**src/rtl/cache_pkg.sv**
```systemverilog
// Shared types and constants for the sample-cache write scheduler.
package cache_pkg;

   localparam int unsigned ADDR_W_DEF = 8;
   localparam int unsigned BANK_WORDS = 2 ** (ADDR_W_DEF - 1);
   localparam logic [3:0]  USB_STATE_DATA = 4'd6;

   typedef enum logic [1:0] {
      ST_IDLE    = 2'd0,
      ST_REQ     = 2'd1,
      ST_FILL    = 2'd2,
      ST_HANDOFF = 2'd3
   } sched_state_e;

endpackage

```
**src/rtl/toggle_sync.sv**
```systemverilog
// Two-flop synchronizer for a toggle signal with a one-cycle edge pulse.
module toggle_sync (
   input  logic clk_i,
   input  logic rst_n,
   input  logic tgl_i,
   output logic pulse_c
);

   logic sync1_q;
   logic sync2_q;
   logic prev_q;

   always_ff @(posedge clk_i or negedge rst_n) begin
      if (!rst_n) begin
         sync1_q <= 1'b0;
         sync2_q <= 1'b0;
         prev_q  <= 1'b0;
      end else begin
         sync1_q <= tgl_i;
         sync2_q <= sync1_q;
         prev_q  <= sync2_q;
      end
   end

   assign pulse_c = sync2_q ^ prev_q;

endmodule

```
**src/rtl/cache_bank_sched.sv**
```systemverilog
// Ping-pong bank write scheduler: requests USB bursts into a free bank and
// hands each filled bank to the read clock domain via a toggle.
module cache_bank_sched
   import cache_pkg::*;
#(
   parameter int unsigned ADDR_W = ADDR_W_DEF
) (
   input  logic              wrclock,
   input  logic              rst_n,
   input  logic              usb_data_rdy,
   input  logic              usb_word_vld,
   input  logic              usb_rd_done,
   output logic              usb_rd_req,
   output logic [ADDR_W-1:0] wraddress,
   output logic              wren,
   output logic              bank_rdy_tgl,
   input  logic              bank_free_tgl,
   output logic [1:0]        bank_owned,
   output logic              overflow
);

   localparam int unsigned     CNT_W    = ADDR_W - 1;
   localparam logic [CNT_W-1:0] CNT_LAST = '1;

   sched_state_e     state_q;
   logic             wr_bank_q;
   logic             rd_bank_q;
   logic [CNT_W-1:0] word_cnt_q;
   logic             rd_req_q;
   logic             rdy_tgl_q;
   logic             ovf_q;
   logic [1:0]       owned_q;

   logic             free_c;
   logic             fill_c;
   logic             wr_c;
   logic             last_c;
   logic [1:0]       clr_c;
   logic [1:0]       set_c;

   toggle_sync u_free_sync (
      .clk_i   (wrclock),
      .rst_n   (rst_n),
      .tgl_i   (bank_free_tgl),
      .pulse_c (free_c)
   );

   // Ownership clear (oldest bank) is applied before the handoff set.
   always_comb begin
      fill_c = (state_q == ST_FILL);
      wr_c   = fill_c && usb_word_vld;
      last_c = wr_c && (word_cnt_q == CNT_LAST);
      clr_c  = free_c ? (2'b01 << rd_bank_q) : 2'b00;
      set_c  = last_c ? (2'b01 << wr_bank_q) : 2'b00;
   end

   always_ff @(posedge wrclock or negedge rst_n) begin
      if (!rst_n) begin
         state_q    <= ST_IDLE;
         wr_bank_q  <= 1'b0;
         rd_bank_q  <= 1'b0;
         word_cnt_q <= '0;
         rd_req_q   <= 1'b0;
         rdy_tgl_q  <= 1'b0;
         ovf_q      <= 1'b0;
         owned_q    <= 2'b00;
      end else begin
         rd_req_q <= 1'b0;
         owned_q  <= (owned_q & ~clr_c) | set_c;
         if (free_c) rd_bank_q <= ~rd_bank_q;
         if (usb_word_vld && !fill_c) ovf_q <= 1'b1;
         case (state_q)
            ST_IDLE: begin
               if (usb_data_rdy && !owned_q[wr_bank_q]) begin
                  state_q  <= ST_REQ;
                  rd_req_q <= 1'b1;
               end
            end
            ST_REQ: state_q <= ST_FILL;
            ST_FILL: begin
               // Last word wins over a coincident burst end.
               if (last_c) begin
                  state_q   <= ST_HANDOFF;
                  rdy_tgl_q <= ~rdy_tgl_q;
               end else begin
                  if (wr_c) word_cnt_q <= CNT_W'(word_cnt_q + 1'b1);
                  if (usb_rd_done) state_q <= ST_IDLE;
               end
            end
            ST_HANDOFF: begin
               wr_bank_q  <= ~wr_bank_q;
               word_cnt_q <= '0;
               state_q    <= ST_IDLE;
            end
            default: state_q <= ST_IDLE;
         endcase
      end
   end

   assign usb_rd_req   = rd_req_q;
   assign bank_rdy_tgl = rdy_tgl_q;
   assign bank_owned   = owned_q;
   assign overflow     = ovf_q;
   assign wren         = wr_c;
   assign wraddress    = {wr_bank_q, word_cnt_q};

endmodule

```
**config.mk**
```make
export PLATFORM = sky130hd
export DESIGN_NAME = cache_bank_sched
export DESIGN_NICKNAME = d
export VERILOG_FILES = /design/src/rtl/cache_pkg.sv /design/src/rtl/toggle_sync.sv /design/src/rtl/cache_bank_sched.sv
export SDC_FILE = /design/constraint.sdc
export NUM_CORES = 1
export LEC_CHECK = 0
export CORE_MARGIN = 2
export CORE_UTILIZATION = 35
export CTS_CLUSTER_DIAMETER = 120
export DETAILED_ROUTE_END_ITERATION = 10
export HOLD_SLACK_MARGIN = 0.1
export PLACE_DENSITY = 0.59
export SLEW_MARGIN = 10
export SYNTH_ARGS = -nofsm -noshare
export SYNTH_HDL_FRONTEND = slang
export SYNTH_SLANG_ARGS = --single-unit
export TNS_END_PERCENT = 5
```
**constraint.sdc**
```tcl
create_clock -name wrclock -period 2.45 [get_ports wrclock]
set_clock_uncertainty 0.05 [all_clocks]
set_input_delay 0.6125 -clock wrclock [delete_from_list [all_inputs] [get_ports wrclock]]
set_output_delay 0.6125 -clock wrclock [all_outputs]
set_load 0.01 [all_outputs]
```
==> results of run 1 <==
what timing repair did:
| action | 4_1_cts | 5_1_grt |
|---|---|---|
| gates resized for setup | 1 | 0 |
| endpoints found under the setup margin | 1 | 0 |
| hold buffers | 0 | 0 |
state kept, by name, indices dropped and copies added (netlist names):
signal / cells
u_free_sync.sync2_q: 1
overflow: 1
bank_owned: 2
wr_bank_q: 1
rd_bank_q: 1
usb_rd_req: 1
word_cnt_q: 7
bank_rdy_tgl: 1
u_free_sync.sync1_q: 1
state_q: 2
u_free_sync.prev_q: 1
placed cells by master, fill, tap and decap left out:
| cell | instances |
|---|---|
| and2_4 | 1 |
| nand2b_1 | 3 |
| nor4_2 | 1 |
| nand3_1 | 3 |
| and3b_1 | 1 |
| clkbuf_4 | 3 |
| o31ai_1 | 1 |
| a21o_1 | 2 |
| nand2_2 | 2 |
| nor3_4 | 1 |
| clkdlybuf4s50_1 | 18 |
| o21ai_0 | 3 |
| o41ai_1 | 1 |
| o211ai_1 | 1 |
| o21ai_1 | 2 |
| mux2i_1 | 2 |
| or3_4 | 1 |
| nor2_1 | 2 |
| a32o_1 | 1 |
| ha_1 | 1 |
| clkinvlp_4 | 1 |
| a31oi_1 | 3 |
| o311ai_1 | 1 |
| a21oi_1 | 1 |
| and3_1 | 1 |
| dlygate4sd2_1 | 1 |
| dfrtp_1 | 19 |
| nand2_1 | 7 |
| nand4b_2 | 1 |
| xnor2_1 | 4 |
| buf_4 | 3 |
cell type report:
type                    count  area (µm²)
multi-input cells          47         333
clock buffers               3        22.5
well taps                  28        35.0
fillers                   226        1150
clock inverters             1        7.51
repair buffers             22         211
flip-flops and latches     19         475
worst max-delay path, delay by kind of cell:
family	cells	cell delay, ns
buffers and inverters	2	0.75
AND/OR/NAND/NOR	1	0.20
through the flow:
step | area [µm²] | util, % | hold WS [ns] | worst slack [ns] | TNS [ns]
4_1_cts | 1080 | 48.6 | 0.329 | 0.221 | 0
6_report | 1080 | 48.6 | 0.325 | 0.225 | 0
3_3_place_gp | 1060 | 47.3 | 0.282 | -0.0528 | -0.0528
3_5_place_dp | 1060 | 47.3 | 0.300 | -0.0520 | -0.0520
2_1_floorplan | 827 | - | 0.267 | 0.881 | 0
5_1_grt | 1080 | 48.6 | 0.342 | 0.204 | 0
power groups by stage:
stage          combinational [mW]  clock (mW)  sequential [mW]
2_1_floorplan               0.142           0            0.470
3_3_place_gp                0.265           0            0.470
3_5_place_dp                0.271           0            0.472
4_1_cts                     0.268       0.173            0.466
5_1_grt                     0.294       0.187            0.480
6_report                    0.264       0.164            0.465
per-layer routing:
metal  wire (µm)  GRT usage [%]  vias up
met5           0              0        -
met1         734           17.7      279
li1            -              -      297
met3          49           2.86        2
met4          14           5.13        0
met2         716           21.7        8
how the worst max path moves through the flow:
stage	slack [ns]	end	from	cells past startpoint
after CTS	0.22	wren	usb_word_vld	3
after detailed placement	-0.05	wren	usb_word_vld	3
final	0.23	wren	usb_word_vld	3
after floorplan	0.88	wren	usb_word_vld	2
after global routing	0.20	wren	usb_word_vld	3
after global placement	-0.05	wren	usb_word_vld	3
kinds of logic after synthesis:
family / after synthesis / share of synthesized area, %
compound gates: 16 / 12.9
xor+xnor: 4 / 4.24
buf+inv: 2 / 2.27
fa+ha+maj: 1 / 1.51
simple gates: 24 / 19.2
mux: 2 / 2.42
flops: 19 / 57.5
==> run_results.csv, run 1 <==
group,metric,value,unit
status,status,"completed",
power_and_ir_drop,ir_drop,0.000510,V
synthesis,yosys_warnings,0,
die,dieArea,2770,µm²
synthesis,synthTopCellsByArea,"dfrtp_1 (57%), xnor2_1 (4.2%), nand2_1 (3.2%), mux2i_1 (2.4%), a31oi_1 (2.3%)",
clocking,path_clk_slew,0.12,ns
job,maxCapViolCount,0,
cells_and_area,num_antenna_cells,0,
routing,vias_per_cell,4.88,
hold_path,hold_end,"u_free_sync.sync2_q$_DFF_PN0_",
synthesis,syn_area,827,µm²
global_route,antenna_found_initial,0,
cells_and_area,stdcell_count,120,
routing,remaining_drc_errors,0,
power_and_ir_drop,internal_power,0.596,mW
die,fp.dieH,52.6,µm
synthesis,yosysTopAreaCell,"dfrtp_1",
sta,setup_viol,0,
synthesis,synth-main-ff-cell,"dfrtp_1",
synthesis,syn_nets,75,
global_route,grt_overflow_total,0,
clocking,tritoncts,"yes",
power_and_ir_drop,pwr-share-comb,29.6,%
clocking,h-tree-depth,1,
die,die_x,52.6,µm
synthesis,ys_ff_latch,19,
sta,hold_viol,0,
global_route,grt_usage,13.5,%
die,rows,17,
critical_path,arrival,1.56,ns
critical_path,cpMaxStageDelayCell,"clkdlybuf4s50_1",
power_and_ir_drop,p_clk_share,18.3,%
critical_path,reg2reg_from,"word_cnt_q[0]$_DFFE_PN0P_",
routing,routedWlPerCell,12.6,µm
clocking,cts_sinks,19,
routing,drtPass1Iterations,4,
cells_and_area,fin_nets,100,
placement,place.gp.congestion,0.792,
synthesis,synth_top_area_share,57.5,%
critical_path,max_stage_delay,0.47,ns
synthesis,ys_async_sr_fraction,100,%
synthesis,seq_area_frac_synth,57.5,%
critical_path,cp_cell_sequence,"clkdlybuf4s50_1, and3b_1, dlygate4sd2_1",
synthesis,synth_most_common_cell,"dfrtp_1",
routing,drtIter0Drc,7,
placement,place_hpwl,1140,µm
placement,post-place-cells,116,
critical_path,worstRegToRegCells,5,
power_and_ir_drop,cellLeakagePower,0.473,nW
power_and_ir_drop,switchingPower,0.296,mW
global_route,grt_max_degree,20,
power_and_ir_drop,power_frac_seq,52.1,%
critical_path,crit_fanout,2,
die,core_area,2230,µm²
cells_and_area,area_growth,31.2,%
critical_path,rr_endpoint,"word_cnt_q[5]$_DFFE_PN0P_",
cells_and_area,drive_gt1_share,15.2,%
synthesis,netlist-cell-type-count,28,
synthesis,syn_inst,68,
hold_path,hold_start,"u_free_sync.sync1_q$_DFF_PN0_",
routing,vias,586,
global_route,grt_pass1_wl,2690,µm
clocking,clk_latency,0.30,ns
die,io_pins,20,
routing,drt-total-wl,1510,µm
sta,min_period,2.22,ns
power_and_ir_drop,swShare,33.2,%
global_route,first_global_vias,594,
clocking,ctsRootBufferMaster,"clkbuf_4",
hold_path,hold_class,"reg2reg",
sta,maxSlewViolCount,0,
placement,io_buffers,19,
sta,timing.fmax,0.449,GHz
routing,ant_nets,0,
die,initial_core_util,37.0,%
power_and_ir_drop,power_density,822,nW/µm²
clocking,ctsLongestPathBuffers,2,
synthesis,synth_edf_count,0,
critical_path,cp.required,1.79,ns
sta,slew_headroom,74.9,%
sta,grt_setup_unrepaired,"false",
clocking,cts_made_buffers,3,
synthesis,synth_common_cells,"dfrtp_1 (19), nand2_1 (7), xnor2_1 (4)",
clocking,post_cts_buffers,0,
synthesis,synth.avg_cell_area,12.2,µm²
critical_path,start_kind,"input pin",
sta,worstMarginPinSlew,0.374,ns
critical_path,setup.worst_path.class,"in2out",
sta,layout_worst_path_cycle_share,90.8,%
critical_path,cp-end-kind,"primary output",
hold_path,holdPathStages,0,
power_and_ir_drop,power.total,0.892,mW
critical_path,reg2reg_slack,0.91,ns
Power figures use the tool's default switching activity.
==> run 2: changes to the inputs <==
--- a/config.mk
+++ b/config.mk
@@ -5,12 +5,14 @@
 export SDC_FILE = /design/constraint.sdc
 export NUM_CORES = 1
 export LEC_CHECK = 0
+export CAP_MARGIN = 20
 export CORE_MARGIN = 2
 export CORE_UTILIZATION = 35
 export CTS_CLUSTER_DIAMETER = 120
 export DETAILED_ROUTE_END_ITERATION = 10
 export HOLD_SLACK_MARGIN = 0.1
 export PLACE_DENSITY = 0.59
+export SKIP_CTS_REPAIR_TIMING = 1
 export SLEW_MARGIN = 10
 export SYNTH_ARGS = -nofsm -noshare
 export SYNTH_HDL_FRONTEND = slang
==> run_results.csv, run 2 (synthesis results as in run 1) <==
group,metric,value,unit
cells_and_area,area_growth,31.6,%
routing,drt-total-wl,1520,µm
critical_path,setup.worst_path.start,"usb_word_vld",
cells_and_area,fin_nets,100,
global_route,grt_usage,13.5,%
cells_and_area,regMostFlops,"word_cnt_q",
cells_and_area,final_area,1090,µm²
power_and_ir_drop,power.total,0.894,mW
clocking,tritoncts,"yes",
routing,remaining_drc_errors,0,
critical_path,setup.worst_path.class,"in2out",
sta,timing.fmax,0.472,GHz
cells_and_area,largest_reg_flops,7,
global_route,antenna_found_initial,0,
die,die_x,52.6,µm
cells_and_area,seq_area,475,µm²
placement,place_area,1060,µm²
sta,slew_headroom,74.9,%
critical_path,cp_cell_sequence,"clkdlybuf4s50_1, and3b_1, dlymetal6s2s_1",
cells_and_area,num_antenna_cells,0,
job,maxCapViolCount,0,
clocking,cts_sinks,19,
die,fp.dieH,52.6,µm
placement,place_ws,-0.0520,ns
cells_and_area,drive_gt1_share,15.2,%
power_and_ir_drop,cellLeakagePower,0.486,nW
critical_path,crit_fanout,2,
die,dieArea,2770,µm²
die,rows,17,
die,io_pins,20,
global_route,grt_overflow_total,0,
routing,routedWlPerCell,12.6,µm
critical_path,timing.critical_path.to,"wren",
clocking,clk_latency,0.30,ns
cells_and_area,mostFrequentLayoutCells,"dfrtp_1 (19), clkdlybuf4s50_1 (18), nand2_1 (7)",
sta,setup_ws,0.331,ns
clocking,ctsRootBufferMaster,"clkbuf_4",
placement,place.gp.congestion,0.792,
critical_path,arrival,1.46,ns
critical_path,cp-end-kind,"primary output",
cells_and_area,stdcell_count,120,
sta,setup_viol,0,
critical_path,max_stage_delay,0.47,ns
global_route,grt_max_degree,20,
sta,layout_worst_path_cycle_share,86.5,%
global_route,first_global_vias,594,
routing,vias,586,
critical_path,start_kind,"input pin",
critical_path,cp.required,1.79,ns
power_and_ir_drop,ir_drop,0.000510,V
global_route,grt_pass1_wl,2690,µm
routing,vias_per_cell,4.88,
sta,worstMarginPinSlew,0.374,ns
hold_path,hold_class,"reg2reg",
die,core_area,2230,µm²
sta,grt_setup_unrepaired,"false",
die,initial_core_util,37.0,%
clocking,path_clk_slew,0.12,ns
cells_and_area,final_common_cell,"dfrtp_1",
placement,place_hpwl,1140,µm
clocking,ctsLongestPathBuffers,2,
critical_path,reg2reg_slack,0.91,ns
sta,maxSlewViolCount,0,
status,status,"completed",
sta,setup_tns,0,ns
cells_and_area,fill_cells,226,
clocking,h-tree-depth,1,
sta,hold_viol,0,
cells_and_area,multiInputGateArea,333,µm²
routing,ant_nets,0,
sta,min_period,2.12,ns
critical_path,cpMaxStageDelayCell,"clkdlybuf4s50_1",
placement,post-place-cells,116,
routing,drtIter0Drc,7,
critical_path,rr_endpoint,"word_cnt_q[5]$_DFFE_PN0P_",
power_and_ir_drop,power_density,821,nW/µm²
placement,io_buffers,19,
routing,drtPass1Iterations,4,
critical_path,reg2reg_from,"word_cnt_q[0]$_DFFE_PN0P_",
clocking,cts_made_buffers,3,
critical_path,worstRegToRegCells,5,
## run 2: cell count changes in the layout (fill, tap and decap cells not counted)
| cell | before | now |
|---|---|---|
| dlygate4sd2_1 | 1 | 0 |
| dlymetal6s2s_1 | 0 | 1 |
## run 2: per-stage QoR
step | hold slack, ns | utilization (%)
detailed placement | 0.300 | 47.3
finish | 0.325 | 48.7
CTS | 0.329 | 48.6
floorplan | 0.267 | -
global placement | 0.282 | 47.3
global route | 0.342 | 48.7
## run 2: how the worst min path moves through the flow
stage,start,to,slack (ns),cells after the start
2_1_floorplan,rst_n,bank_owned[0]$_DFF_PN0_,0.27,0
3_3_place_gp,u_free_sync.sync1_q$_DFF_PN0_,u_free_sync.sync2_q$_DFF_PN0_,0.28,0
3_5_place_dp,u_free_sync.sync1_q$_DFF_PN0_,u_free_sync.sync2_q$_DFF_PN0_,0.30,0
4_1_cts,u_free_sync.sync1_q$_DFF_PN0_,u_free_sync.sync2_q$_DFF_PN0_,0.33,0
5_1_grt,u_free_sync.sync1_q$_DFF_PN0_,u_free_sync.sync2_q$_DFF_PN0_,0.34,0
6_report,u_free_sync.sync1_q$_DFF_PN0_,u_free_sync.sync2_q$_DFF_PN0_,0.32,0
## run 2: power breakdown
part / switching, mW / internal (mW)
logic: 0.110 / 0.156
registers: 0.0849 / 0.380
clock network: 0.102 / 0.0620
total: 0.297 / 0.597
## run 2: critical path, delay by kind of cell
family,cells,cell delay [ns]
buffers and inverters,2,0.64
and+or+nand+nor,1,0.20
## run 2: layout make-up
cell class / instances / share of cell area, %
flip-flops and latches: 19 / 43.7
clock buffers: 3 / 2.07
clock inverters: 1 / 0.690
well taps: 28 / 3.22
repair buffers: 22 / 19.8
multi-input cells: 47 / 30.6
## run 2: routing by layer
layer / part of all wire (%) / up-vias / track usage [%]
met1: 49 / 279 / 17.7
li1: - / 297 / -
met2: 47 / 8 / 21.7
met5: 0 / - / 0
met4: 0.92 / 0 / 5.13
met3: 3.2 / 2 / 2.86
